**src/rtl/osd_text_sequencer.sv**
```systemverilog
`default_nettype none
// ============================================================================
// Module      : osd_text_sequencer
// Description : OSD text datapath sequencer. Walks text RAM -> font ROM ->
//               glyph shift register in step with the video dot counters,
//               prefetching the next cell's glyph row while the current cell
//               is shifted out, and drives pix_on_o / win_o to the RGB stage.
// Revision    : 1.0 - initial release
// ============================================================================
module osd_text_sequencer #(
  parameter int X0      = 40,
  parameter int Y0      = 20,
  parameter int CHAR_W  = 8,
  parameter int GLYPH_H = 12,
  parameter int PIX_REP = 2,
  parameter int COLS    = 16,
  parameter int ROWS    = 4,
  parameter int TXT_AW  = 6
) (
  input  logic              CLK_i,
  input  logic              NRST_i,
  input  logic              dot_en_i,
  input  logic [9:0]        h_cnt_i,
  input  logic [8:0]        v_cnt_i,
  input  logic              vblank_i,
  input  logic              osd_en_i,
  output logic [TXT_AW-1:0] txt_addr_o,
  input  logic [7:0]        txt_data_i,
  output logic [11:0]       font_addr_o,
  input  logic [7:0]        font_data_i,
  output logic              pix_on_o,
  output logic              win_o,
  output logic              fetch_late_o
);

  localparam int CELL_W = CHAR_W * PIX_REP;
  localparam int WIN_W  = COLS * CELL_W;
  localparam int WIN_H  = ROWS * GLYPH_H;
  localparam int GRW    = (GLYPH_H > 1) ? $clog2(GLYPH_H) : 1;
  localparam int CRW    = (ROWS > 1)    ? $clog2(ROWS)    : 1;
  localparam int CW     = (COLS > 1)    ? $clog2(COLS)    : 1;
  localparam int PW     = (CHAR_W > 1)  ? $clog2(CHAR_W)  : 1;
  localparam int RW     = (PIX_REP > 1) ? $clog2(PIX_REP) : 1;

  typedef enum logic [2:0] {
    S_IDLE      = 3'd0,
    S_TXT_WAIT  = 3'd1,
    S_FONT_ADDR = 3'd2,
    S_FONT_WAIT = 3'd3,
    S_LATCH     = 3'd4
  } state_t;

  state_t            r_state, w_state_nxt;
  logic [GRW-1:0]    r_glyph_row, w_glyph_row_nxt;
  logic [CRW-1:0]    r_char_row, w_char_row_nxt;
  logic [CW-1:0]     r_col, w_col_nxt;
  logic [CHAR_W-1:0] r_next_glyph, r_shift;
  logic [PW-1:0]     r_pix, w_pix_nxt;
  logic [RW-1:0]     r_rep, w_rep_nxt;

  int   w_h_off, w_v_off, w_cell;
  logic w_vwin, w_hwin, w_trigger, w_load, w_start, w_win_nxt;

  // Window decode, line trigger / cell-load detect, row/column stepping and pixel counters
  always_comb begin
    w_h_off         = int'(h_cnt_i) - X0;
    w_v_off         = int'(v_cnt_i) - Y0;
    w_vwin          = (w_v_off >= 0) && (w_v_off < WIN_H);
    w_hwin          = (w_h_off >= 0) && (w_h_off < WIN_W);
    w_cell          = w_h_off / CELL_W;
    w_trigger       = dot_en_i && w_vwin && (w_h_off == -2);
    w_load          = dot_en_i && w_vwin && w_hwin && ((w_h_off % CELL_W) == 0);
    w_win_nxt       = w_vwin && w_hwin && osd_en_i;
    w_glyph_row_nxt = r_glyph_row;
    w_char_row_nxt  = r_char_row;
    w_col_nxt       = r_col;
    w_start         = 1'b0;
    if (w_trigger) begin
      w_start   = 1'b1;
      w_col_nxt = '0;
      if (w_v_off == 0) begin
        w_glyph_row_nxt = '0;
        w_char_row_nxt  = '0;
      end else if (int'(r_glyph_row) == GLYPH_H - 1) begin
        w_glyph_row_nxt = '0;
        w_char_row_nxt  = r_char_row + CRW'(1);
      end else begin
        w_glyph_row_nxt = r_glyph_row + GRW'(1);
      end
    end else if (w_load && (w_cell + 1 < COLS)) begin
      // Prefetch for the following cell starts on the load edge itself
      w_start   = 1'b1;
      w_col_nxt = CW'(w_cell + 1);
    end
    // Font pixel k of a cell spans PIX_REP dots; pixel index wraps at CHAR_W
    if (int'(r_rep) == PIX_REP - 1) begin
      w_rep_nxt = '0;
      w_pix_nxt = (int'(r_pix) == CHAR_W - 1) ? '0 : r_pix + PW'(1);
    end else begin
      w_rep_nxt = r_rep + RW'(1);
      w_pix_nxt = r_pix;
    end
  end

  // Fetch FSM next state: a new start always (re)launches, vblank parks it
  always_comb begin
    w_state_nxt = r_state;
    case (r_state)
      S_IDLE:      w_state_nxt = S_IDLE;
      S_TXT_WAIT:  w_state_nxt = S_FONT_ADDR;
      S_FONT_ADDR: w_state_nxt = S_FONT_WAIT;
      S_FONT_WAIT: w_state_nxt = S_LATCH;
      S_LATCH:     w_state_nxt = S_IDLE;
      default:     w_state_nxt = S_IDLE;
    endcase
    if (w_start) w_state_nxt = S_TXT_WAIT;
    if (vblank_i) w_state_nxt = S_IDLE;
  end

  // Fetch FSM state register
  always_ff @(posedge CLK_i or negedge NRST_i) begin
    if (!NRST_i) r_state <= S_IDLE;
    else         r_state <= w_state_nxt;
  end

  // Text position counters, cleared during vertical blank
  always_ff @(posedge CLK_i or negedge NRST_i) begin
    if (!NRST_i) begin
      r_glyph_row <= '0;
      r_char_row  <= '0;
      r_col       <= '0;
    end else if (vblank_i) begin
      r_glyph_row <= '0;
      r_char_row  <= '0;
      r_col       <= '0;
    end else begin
      r_glyph_row <= w_glyph_row_nxt;
      r_char_row  <= w_char_row_nxt;
      r_col       <= w_col_nxt;
    end
  end

  // Memory addressing and glyph prefetch latch; addresses hold through vblank
  always_ff @(posedge CLK_i or negedge NRST_i) begin
    if (!NRST_i) begin
      txt_addr_o   <= '0;
      font_addr_o  <= '0;
      r_next_glyph <= '0;
    end else if (vblank_i) begin
      r_next_glyph <= '0;
    end else begin
      if (w_start)
        txt_addr_o <= TXT_AW'(int'(w_char_row_nxt) * COLS + int'(w_col_nxt));
      if (r_state == S_FONT_ADDR)
        font_addr_o <= 12'(int'(txt_data_i) * GLYPH_H + int'(r_glyph_row));
      if (r_state == S_LATCH)
        r_next_glyph <= font_data_i;
    end
  end

  // Per-dot pixel pipeline: cell load, shift position and registered outputs
  always_ff @(posedge CLK_i or negedge NRST_i) begin
    if (!NRST_i) begin
      r_shift  <= '0;
      r_pix    <= '0;
      r_rep    <= '0;
      pix_on_o <= 1'b0;
      win_o    <= 1'b0;
    end else if (vblank_i) begin
      r_shift  <= '0;
      r_pix    <= '0;
      r_rep    <= '0;
      pix_on_o <= 1'b0;
      win_o    <= 1'b0;
    end else if (dot_en_i) begin
      win_o <= w_win_nxt;
      if (w_load) begin
        r_shift  <= r_next_glyph;
        r_pix    <= '0;
        r_rep    <= '0;
        pix_on_o <= w_win_nxt && r_next_glyph[0];
      end else begin
        r_pix    <= w_pix_nxt;
        r_rep    <= w_rep_nxt;
        pix_on_o <= w_win_nxt && r_shift[w_pix_nxt];
      end
    end
  end

  // Sticky flag: a cell load arrived while the prefetch was still in flight
  always_ff @(posedge CLK_i or negedge NRST_i) begin
    if (!NRST_i)                          fetch_late_o <= 1'b0;
    else if (w_load && r_state != S_IDLE) fetch_late_o <= 1'b1;
  end

endmodule
`default_nettype wire
```
**config.mk**
```make
export PLATFORM = sky130hd
export DESIGN_NAME = osd_text_sequencer
export DESIGN_NICKNAME = d
export VERILOG_FILES = /design/src/rtl/osd_text_sequencer.sv
export SDC_FILE = /design/constraint.sdc
export NUM_CORES = 1
export LEC_CHECK = 0
export BUFFER_PORTS_ARGS = -buffer_cell sky130_fd_sc_hd__clkbuf_2
export CAP_MARGIN = 25
export CORE_MARGIN = 8
export CORE_UTILIZATION = 35
export CTS_CLUSTER_DIAMETER = 200
export DETAILED_ROUTE_END_ITERATION = 10
export GPL_ROUTABILITY_DRIVEN = 0
export HOLD_SLACK_MARGIN = 0.05
export SLEW_MARGIN = 10
export SYNTH_ARGS = -nofsm -noshare
export SYNTH_HDL_FRONTEND = slang
export SYNTH_SLANG_ARGS = --single-unit
```
**constraint.sdc**
```tcl
create_clock -name CLK_i -period 1.8 [get_ports CLK_i]
set_input_delay 0.27 -clock CLK_i [delete_from_list [all_inputs] [get_ports CLK_i]]
set_output_delay 0.27 -clock CLK_i [all_outputs]
set_load 0.03 [all_outputs]
```
==> metrics.md <==
| Metric | Value |
|---|---|
| Top FF cell, synth | `dfrtp_1` |
| CTS Sinks | `50` |
| Number of flops mapped to enable cells by yosys | `0` |
| Fin crit share | `175%` |
| Area delta synth->final | `51.0%` |
| Crit path DAT | `3360 ps` |
| Die ar. | `0.0131 mm²` |
| P per Cell Area | `583 mW/mm²` |
| Yosys warnings | `0` |
| Top-area cell type share of the netlist area | `37.0%` |
| CTS Hold Buffers Added | `0` |
| Placed Instance Area | `0.00460 mm²` |
| DP Wirelength | `7040 µm` |
| Worst min path class | `primary input to asynchronous set/reset pin` |
| Avg Vias per Cell | `5.01` |
| Max Root-Sink Buffers | `2` |
| Layout net count | `582` |
| Num CTS Buffers | `5` |
| Placed Cells | `629` |
| Fin Setup TNS | `-11,930 ps` |
| Synthesized net count | `438` |
| Final setup vio count | `14` |
| Lkg Pwr | `2.41 nW` |
| Worst Path Max Fanout | `5` |
| Initial drt markers | `110` |
| Chip width | `114 µm` |
| Vias post-DR | `3,253` |
| Final Non-Filler Cells | `649` |
| Io pins | `61` |
| Worst-skew pair later-pin latency | `320 ps` |
| Async S/R FF share, synth | `100%` |
| CORE AREA | `0.00959 mm²` |
| Flop and latch count out of synthesis | `50` |
| Final worst setup slack | `-1350 ps` |
| ANT nets after route | `0` |
| Mapped Area | `0.00338 mm²` |
| Fin crit period | `3150 ps` |
| Share of cells above drive strength 1 | `45.0%` |
| Routed wire length | `9440 µm` |
| VDD IR-drop max | `383 µV` |
| Synth unique cells | `64` |
| Worst slew pin tran | `648 ps` |
| Die H | `114 µm` |
| Routed len/inst | `14.5 µm` |
| Area leader, netlist | `dfrtp_1` |
| Final count of hold timing violations | `0` |
| Register area share after synthesis | `37.0%` |
| Post-Syn Instances | `370` |
| Fin area | `0.00511 mm²` |
| Worst relative slew slack | `56.8%` |
| Drt pass-1 iters | `4` |
| Synth top area cells | `dfrtp_1 37%, ha_1 9.6%, nand2_1 6.5%` |
| Crit start category | `primary input` |
| CTS H-tree depth | `2` |
| CTS clk-pin slew, worst paths | `110 ps` |
| Failing checks | `setup timing` |
| GRT overflow | `0` |
| CP Launch Point | `h_cnt_i[4]` |
| Number of global-route vias before repair | `3,259` |
| PortBufs | `60` |
| Row count | `36` |
| Fin Clk Skew | `15.9 ps` |
| TritonCTS clock tree | `built` |
| Largest net degree at the start of global routing | `51` |
| Synthesized area per cell | `9.14 µm²` |
| RR Startpoint | `r_pix[0]` |
| Max Clk Rate | `0.318 GHz` |
| GR Util All Layers | `14.5%` |
| WS Path Type | `primary input to flip-flop` |
| Kind of end point of the critical path | `flip-flop` |
| CTS root buf | `clkbuf_8` |
| Initial Utilization | `35.3%` |
| Fin. max-slew vios | `0` |
| Fillers | `874` |
| Initial antenna violation count | `1` |
| Hold Slack | `54.6 ps` |
| First-pass GRT wire length | `15,600 µm` |
| Max Cap Viol | `0` |
| Outcome | `finished with violations` |
| Drt drc | `0` |
| WP data required | `2020 ps` |
| RSZ-0062 raised after global routing | `yes` |
==> cells in the final DEF (no fill, tap or decap), types with 4 or more instances in the layout <==
| cell type | netlist | layout |
|---|---|---|
| buf_4 | 0 | 84 |
| inv_1 | 10 | 9 |
| ha_1 | 26 | 14 |
| clkbuf_2 | 0 | 56 |
| nand2_1 | 59 | 57 |
| ha_4 | 0 | 9 |
| nor2_1 | 25 | 19 |
| a21oi_1 | 25 | 21 |
| o21ai_1 | 5 | 9 |
| o21ai_0 | 18 | 13 |
| dfrtp_1 | 50 | 49 |
| mux2i_1 | 14 | 13 |
| nand2b_1 | 7 | 7 |
| a21oi_2 | 0 | 4 |
| nor3_1 | 6 | 5 |
| xnor2_1 | 12 | 8 |
| a21o_1 | 6 | 6 |
| nand3b_1 | 5 | 5 |
| and3_1 | 7 | 5 |
| xnor2_2 | 1 | 4 |
| nor2_4 | 0 | 4 |
| clkbuf_8 | 0 | 5 |
==> cell type report <==
type,count,area (µm²),area share (%)
inverters,14,62.6,1.22
multi-input cells,295,2480,48.6
repair buffers,148,1020,20.1
well taps,133,166,3.26
flip-flops and latches,50,1250,24.5
clock buffers,5,68.8,1.35
clock inverters,3,47.5,0.931
diodes,1,2.50,0.0490
==> worst max-delay path: stages <==
cell and delay (ps):
buf_8 100, o21ai_4 170, nand3_4 100, clkinv_4 60
nand2_4 50, ha_4 160, inv_4 50, ha_4 130
nand3_2 60, a21oi_2 150, a31oi_4 60, or3_4 360
ha_4 280, nor4b_4 200, nand3b_1 160, nor4b_4 360
a311oi_2 150, or2_4 280, a32o_1 220
==> cells by family after synthesis <==
kind of cell,share of synthesized area (%)
and+or+nand+nor,23.9
AOI/OAI and AO/OA,15.8
DFF,37.0
adders and majority gates,10.8
buffers and inverters,3.07
xor gates and xnor gates,4.62
muxes,4.81
==> synth_stat cells (4+ instances only) <==
master,number
a21o_1,6
a21oi_1,25
a31oi_1,4
and3_1,7
clkbuf_1,7
dfrtp_1,50
ha_1,26
inv_1,10
mux2i_1,14
nand2_1,59
nand2b_1,7
nand3_1,7
nand3b_1,5
nor2_1,25
nor3_1,6
nor4_1,5
o21ai_0,18
o21ai_1,5
o31ai_1,5
xnor2_1,12
xor2_1,4
==> path summary, 6_finish.rpt <==
check / depth (start not counted) / slack (ps) / to
setup / recovery: 19 / -1350 / txt_addr_o[1]
hold / removal: 2 / 50 / r_char_row[1]
setup reg to reg: 9 / -130 / pix_on_o
hold reg to reg: 1 / 490 / fetch_late_o
max in group asynchronous: 2 / 1290 / r_pix[0]
min in group CLK_i: 3 / 210 / r_next_glyph[6]
==> report_power, final <==
part | internal (W) | leakage (nW) | switching, W
clock network | 0.000425 | 0.0592 | 0.000409
logic | 0.000449 | 1.66 | 0.000501
registers | 0.00117 | 0.690 | 0.0000287
==> registers in the layout, summed over array words and instances (netlist names) <==
name / count
win_o: 1
font_addr_o: 12
r_state: 3
r_next_glyph: 8
r_pix: 3
r_shift: 8
pix_on_o: 1
fetch_late_o: 1
r_rep: 1
txt_addr_o: 6
r_glyph_row: 4
r_char_row: 2
==> metrics by stage <==
stage	worst slack [ps]	utilization, %	total power (W)
floorplan	-1590	-	0.00167
global placement	-1680	48.0	0.00200
detailed placement	-1860	48.0	0.00202
CTS	-1340	51.3	0.00295
global route	-1470	53.2	0.00314
finish	-1350	53.2	0.00298
==> per-layer routing <==
layer | wire, µm | track usage, %
met3 | 338 | 3.11
met1 | 4270 | 18.6
met2 | 4680 | 24.3
met4 | 146 | 3.64
met5 | 0 | 0
==> timing repair <==
action,in CTS,in global routing
pin swaps,18,19
setup endpoints to repair,22,27
buffers inserted,6,5
gates resized for setup,27,32
Power figures use the tool's default switching activity.
